<file path="src/rtl/cpu_pkg.sv">
// Shared CPU definitions used by the control unit, MEM/WB and writeback.
package cpu_pkg;

   localparam int unsigned REG_ADDR_W = 5;
   localparam int unsigned NUM_REGS   = 32;

   typedef enum logic [1:0] {
      WB_ALU   = 2'd0,
      WB_MEM   = 2'd1,
      WB_PC4   = 2'd2,
      WB_PCIMM = 2'd3
   } wb_sel_e;

endpackage

</file>
<file path="src/rtl/regfile_2r1w.sv">
// 32-entry architectural register file: one write port, two combinational
// read ports with write-first bypass, x0 hardwired to zero.
module regfile_2r1w
   import cpu_pkg::*;
#(
   parameter int WIDTH = 32
) (
   input  logic                  clk,
   input  logic                  rst,
   input  logic                  wr_en,
   input  logic [REG_ADDR_W-1:0] wr_addr,
   input  logic [WIDTH-1:0]      wr_data,
   input  logic [REG_ADDR_W-1:0] rs1_addr,
   input  logic [REG_ADDR_W-1:0] rs2_addr,
   output logic [WIDTH-1:0]      rs1_data,
   output logic [WIDTH-1:0]      rs2_data
);

   logic [WIDTH-1:0] regs [NUM_REGS];
   logic             wr_live;

   assign wr_live = wr_en && (wr_addr != '0);

   // Storage: reset clears every entry, x0 included; writes to x0 are dropped.
   always_ff @(posedge clk) begin
      if (rst) begin
         for (int unsigned i = 0; i < NUM_REGS; i++) begin
            regs[i] <= '0;
         end
      end else if (wr_live) begin
         regs[wr_addr] <= wr_data;
      end
   end

   // Read port 1: zero for x0, bypass the in-flight write, else the array.
   always_comb begin
      rs1_data = regs[rs1_addr];
      if (rs1_addr == '0) begin
         rs1_data = '0;
      end else if (wr_en && (wr_addr == rs1_addr)) begin
         rs1_data = wr_data;
      end
   end

   // Read port 2: same rules as port 1.
   always_comb begin
      rs2_data = regs[rs2_addr];
      if (rs2_addr == '0) begin
         rs2_data = '0;
      end else if (wr_en && (wr_addr == rs2_addr)) begin
         rs2_data = wr_data;
      end
   end

endmodule

</file>
<file path="src/rtl/wb_regfile.sv">
// Writeback stage: selects the writeback value from MEM/WB, commits it to the
// register file and counts retired instructions.
module wb_regfile
   import cpu_pkg::*;
#(
   parameter int WIDTH = 32,
   parameter int CNT_W = 64
) (
   input  logic                  clk,
   input  logic                  rst,
   input  logic [WIDTH-1:0]      mem_data_wb,
   input  logic [WIDTH-1:0]      alu_out_wb,
   input  logic [WIDTH-1:0]      pc4_wb,
   input  logic [WIDTH-1:0]      pcimm_wb,
   input  logic [REG_ADDR_W-1:0] rd_wb,
   input  logic [1:0]            wb_mux_sel_wb,
   input  logic                  reg_file_wr_wb,
   input  logic                  wb_valid_wb,
   input  logic [REG_ADDR_W-1:0] rs1_addr,
   input  logic [REG_ADDR_W-1:0] rs2_addr,
   output logic [WIDTH-1:0]      rs1_data,
   output logic [WIDTH-1:0]      rs2_data,
   output logic [WIDTH-1:0]      wb_data,
   output logic                  wb_fwd_valid,
   output logic [CNT_W-1:0]      instret
);

   // Writeback source select; independent of the write enable.
   always_comb begin
      wb_data = alu_out_wb;
      case (wb_sel_e'(wb_mux_sel_wb))
         WB_ALU:   wb_data = alu_out_wb;
         WB_MEM:   wb_data = mem_data_wb;
         WB_PC4:   wb_data = pc4_wb;
         WB_PCIMM: wb_data = pcimm_wb;
         default:  wb_data = alu_out_wb;
      endcase
   end

   assign wb_fwd_valid = reg_file_wr_wb && (rd_wb != '0);

   regfile_2r1w #(
      .WIDTH (WIDTH)
   ) u_regfile (
      .clk      (clk),
      .rst      (rst),
      .wr_en    (reg_file_wr_wb),
      .wr_addr  (rd_wb),
      .wr_data  (wb_data),
      .rs1_addr (rs1_addr),
      .rs2_addr (rs2_addr),
      .rs1_data (rs1_data),
      .rs2_data (rs2_data)
   );

   // Retire counter: counts valid WB slots only, wraps silently.
   always_ff @(posedge clk) begin
      if (rst) begin
         instret <= '0;
      end else if (wb_valid_wb) begin
         instret <= instret + CNT_W'(1);
      end
   end

endmodule

</file>
<file path="config.mk">
export PLATFORM = sky130hd
export DESIGN_NAME = wb_regfile
export DESIGN_NICKNAME = d
export VERILOG_FILES = /design/src/rtl/cpu_pkg.sv /design/src/rtl/regfile_2r1w.sv /design/src/rtl/wb_regfile.sv
export SDC_FILE = /design/constraint.sdc
export NUM_CORES = 2
export LEC_CHECK = 0
export BUFFER_PORTS_ARGS = -buffer_cell sky130_fd_sc_hd__buf_4
export CORE_MARGIN = 5
export CORE_UTILIZATION = 62
export CTS_CLUSTER_SIZE = 14
export DETAILED_ROUTE_END_ITERATION = 7
export GPL_ROUTABILITY_DRIVEN = 0
export PLACE_DENSITY = 0.78
export SYNTH_ARGS = -nofsm -noshare
export SYNTH_HDL_FRONTEND = slang
export SYNTH_HIERARCHICAL = 1
export SYNTH_SLANG_ARGS = --single-unit
export TNS_END_PERCENT = 1
</file>
<file path="constraint.sdc">
create_clock -name clk -period 2.7 [get_ports clk]
set_input_delay 0.27 -clock clk [delete_from_list [all_inputs] [get_ports clk]]
set_output_delay 0.27 -clock clk [all_outputs]
set_load 0.05 [all_outputs]
</file>
==> impl_results.md <==
- Status: finished, violations left
- Failing checks: DRC, setup timing
- Post-Syn Area: 58560 µm²
- Worst Setup Path Type: reg -> out
- Area grow syn2layout: 20.46%
- Total grt overflow: 0
- Highest clock rate: 0.3302 GHz
- Slew margin rel.: 33.88%
- PwrDens: 607.4 nW/µm²
- Die Wd: 317.3 µm
- Unrepaired setup endpoints after global routing: yes
- Core Footprint: 93470 µm²
- Global-route wire length before repair: 297900 µm
- Final instance area: 70540 µm²
- PortBufs: 309
- CTS sink cnt: 1088
- Tmin final: 3.028 ns
- Clock skew: 0.01258 ns
- Drc violations: 2
- CP startpoint kind: register
- Peak supply drop: 0.0005884 V
- Pre-antenna DRT Iters: 8
- Synth Register Bits: 1088
- TritonCTS clock tree: yes
- Reg-to-Reg Start: instret[12]$_SDFFE_PP0P_
- Synth unique cells: 66
- Root buffer cell: clkbuf_16
- Ports: 310
- Detailed Place HPWL: 135300 µm
- Setup TNS: -12.04 ns
- Final max-slew violation count: 0
- Largest net degree at the start of global routing: 61
- Arrival time at the worst endpoint: 2.76 ns
- Num CTS Buffers: 112
- Crit Path Max Fanout: 2
- Reg2reg end: instret[61]$_SDFFE_PP0P_
- Setup Viol. Count Final: 64
- Internal: 31100 µW
- Seq pwr share: 46.3%
- Hold Path Class: in -> reg
- Max Cap Violations: 0
- Remaining antenna violation count: 0
- Mapped Avg Cell Area: 14.09 µm²
- Full die area: 100700 µm²
- WL/cell: 34.94 µm
- Gr usage total: 41.36%
- Sw Pwr: 11750 µW
- R2R cell count: 6
- Post-synthesis sequential area ratio: 54.70%
- CTS H-tree lvls: 3
- Layout cells sized above 1: 34.19%
- Worst Path Required: 2.43 ns
- Placed inst area: 65500 µm²
- Post-Route WL: 210300 µm
- Clock slew at reported path FFs: 0.06 ns
- Sw frac: 27.42%
- Nets@finish: 4824
- Die Y: 317.3 µm
- LEAKAGE: 0.02576 µW
- Vias/cell: 7.257
- Vias after detailed routing: 43690
- Hold wc startpoint: rst
- Clock Tree Buf Depth: 3
- Synth async-reset ratio: 0%
- Clk_lat worst skew: 0.72 ns
- Initial antenna violation count: 7
- WHS Endpoint: instret[45]$_SDFFE_PP0P_
- Fin. Hold Viols: 0
- Yosys warnings: 6
- # rows: 112
- PnR worst setup slack: -0.3284 ns
- Hold Crit Depth: 3
- Number of global-route vias before repair: 43340
- Setup crit end kind: output pin
- Cells after Synth: 4156
- Clock power share: 36.0%
- Logic pwr share: 17.7%
- Slew @ Worst Pin: 0.9919 ns
- Post-route clock period utilization: 112.2%
- EDFF count, synth: 1024
- Starting density of the core: 62.65%
- Initial drt markers: 7437
- Reg2reg setup slack: 0.10 ns
- Top FF cell, synth: edfxtp_1
-- critical path, cell delays in order, from the launching register on --
cell and delay [ns]:
edfxtp_1 0.42, mux4_2 0.52, a22o_4 0.28, a2111oi_4 0.22, buf_4 0.19, a21oi_2 0.04
a22o_1 0.21, buf_6 0.16
-- layout by cell type, fill, tap and decap left out, types with 29 or more instances in the layout --
| master | count |
|---|---|
| nand4_1 | 32 |
| buf_4 | 664 |
| and2_1 | 997 |
| or2_2 | 33 |
| nand2_1 | 63 |
| buf_6 | 67 |
| conb_1 | 32 |
| nor2_2 | 29 |
| buf_12 | 72 |
| edfxtp_1 | 1024 |
| clkbuf_16 | 117 |
| nand3_1 | 31 |
| a22oi_1 | 104 |
| a22oi_2 | 29 |
| a22o_1 | 33 |
| o221ai_1 | 38 |
| nor2_1 | 50 |
| mux2i_1 | 278 |
| dfxtp_1 | 62 |
| o22ai_1 | 40 |
| o21ai_0 | 30 |
| mux4_2 | 420 |
| a21oi_1 | 78 |
-- what timing repair did --
| item | 4_1_cts | 5_1_grt |
|---|---|---|
| cloned | 0 | 0 |
| setup endpoints to repair | 64 | 65 |
| buffers inserted | 13 | 0 |
| hold buffers | 1 | 0 |
| pin swaps | 108 | 3 |
| resized for setup | 233 | 25 |
| endpoints found under the hold margin | 3 | 0 |
-- power by group through the flow --
stage	clock [µW]	combinational, µW	sequential [µW]
after floorplan	0	3900	19900
after global placement	0	6780	20000
after detailed placement	0	6850	20100
after CTS	15400	7290	19800
after global routing	16200	7690	19900
final	15400	7590	19800
-- state kept, by name, summed over array words and instances (netlist names) --
signal,flops
u_regfile/regs,1024
instret,64
-- cell usage after synthesis, types with 7 or more instances --
cell,number,area share (%)
inv_1,7,0.045
a32oi_1,9,0.13
or2_2,33,0.35
mux2i_1,282,4.8
buf_1,20,0.13
or3_1,25,0.27
a211oi_1,7,0.090
o22ai_1,41,0.44
a221o_1,13,0.22
xnor2_1,24,0.36
or4_1,7,0.090
nand2_1,63,0.40
dfxtp_1,64,2.2
o211ai_1,10,0.13
buf_2,69,0.59
xor2_1,17,0.25
nor4_1,17,0.18
o31ai_1,11,0.14
a31oi_1,7,0.075
o221a_2,18,0.35
a21oi_1,108,0.92
o21ai_0,31,0.26
and2_1,997,11
edfxtp_1,1024,53
mux4_2,420,16
a22o_1,55,0.82
nor3_1,8,0.068
a22oi_1,133,1.7
o221ai_1,42,0.63
clkbuf_1,319,2.0
nor2_1,85,0.54
nand3_1,31,0.26
nand4_1,32,0.34
buf_4,22,0.28
a2111oi_0,24,0.36
-- through the flow --
| step | worst slack (ns) | cells | utilization (%) | power, µW | hold slack, ns |
|---|---|---|---|---|---|
| finish | -0.3284 | 6020 | 75.47 | 42840 | 0.1158 |
| detailed placement | -0.2555 | 5800 | 70.08 | 26980 | 0.5052 |
| CTS | -0.3478 | 6016 | 75.29 | 42530 | 0.08280 |
| floorplan | -0.1338 | 4187 | - | 23840 | 0.5720 |
| global route | -0.3895 | 6016 | 75.46 | 43740 | 0.1207 |
| global placement | -0.1899 | 5800 | 70.08 | 26820 | 0.4865 |
-- worst max-delay path by stage --
stage                                               from      endpoint  slack, ns  depth (start not counted)
floorplan                               wb_mux_sel_wb[0]  rs2_data[15]      -0.13                          5
global placement                             rs1_addr[0]   rs1_data[9]      -0.19                          9
detailed placement                           rs1_addr[0]  rs1_data[25]      -0.26                          9
CTS                 u_regfile/regs[13][20]$_SDFFCE_PN0P_  rs1_data[20]      -0.35                          7
global route        u_regfile/regs[13][20]$_SDFFCE_PN0P_  rs1_data[20]      -0.39                          7
finish              u_regfile/regs[15][28]$_SDFFCE_PN0P_  rs1_data[28]      -0.33                          7
-- logic make-up (layout without fill, tap and decap cells) --
family                     after synthesis  count (layout)  share of synthesized area [%]
and+or+nand+nor                       1340            1340                          13.73
DFF                                   1088            1088                          54.70
muxes                                  707             707                          21.07
AOI/OAI and AO/OA                      534             534                          6.653
buffers and inverters                  444            1019                          3.213
xor gates and xnor gates                41              41                         0.6132
adders and majority gates                1               1                        0.02136
other                                    1              36                       0.006404
-- layer usage --
layer | GRT usage (%) | up-vias | share of wire [%]
met1 | 51.65 | 21410 | 32
met5 | 0.1934 | - | 0.0062
li1 | - | 17090 | -
met3 | 13.57 | 973 | 15
met2 | 61.55 | 4217 | 44
met4 | 28.97 | 2 | 9.1
-- layout make-up --
type	instances	area, µm²
antenna	4	10.01
clock buffer	143	3055
clock inverter	59	530.5
fill	5512	22930
inverter	7	26.28
multi-input combinational	2655	26000
sequential	1088	32030
tap	1254	1569
timing repair buffer	810	7318
No activity file was read; power rests on OpenSTA's default activity.
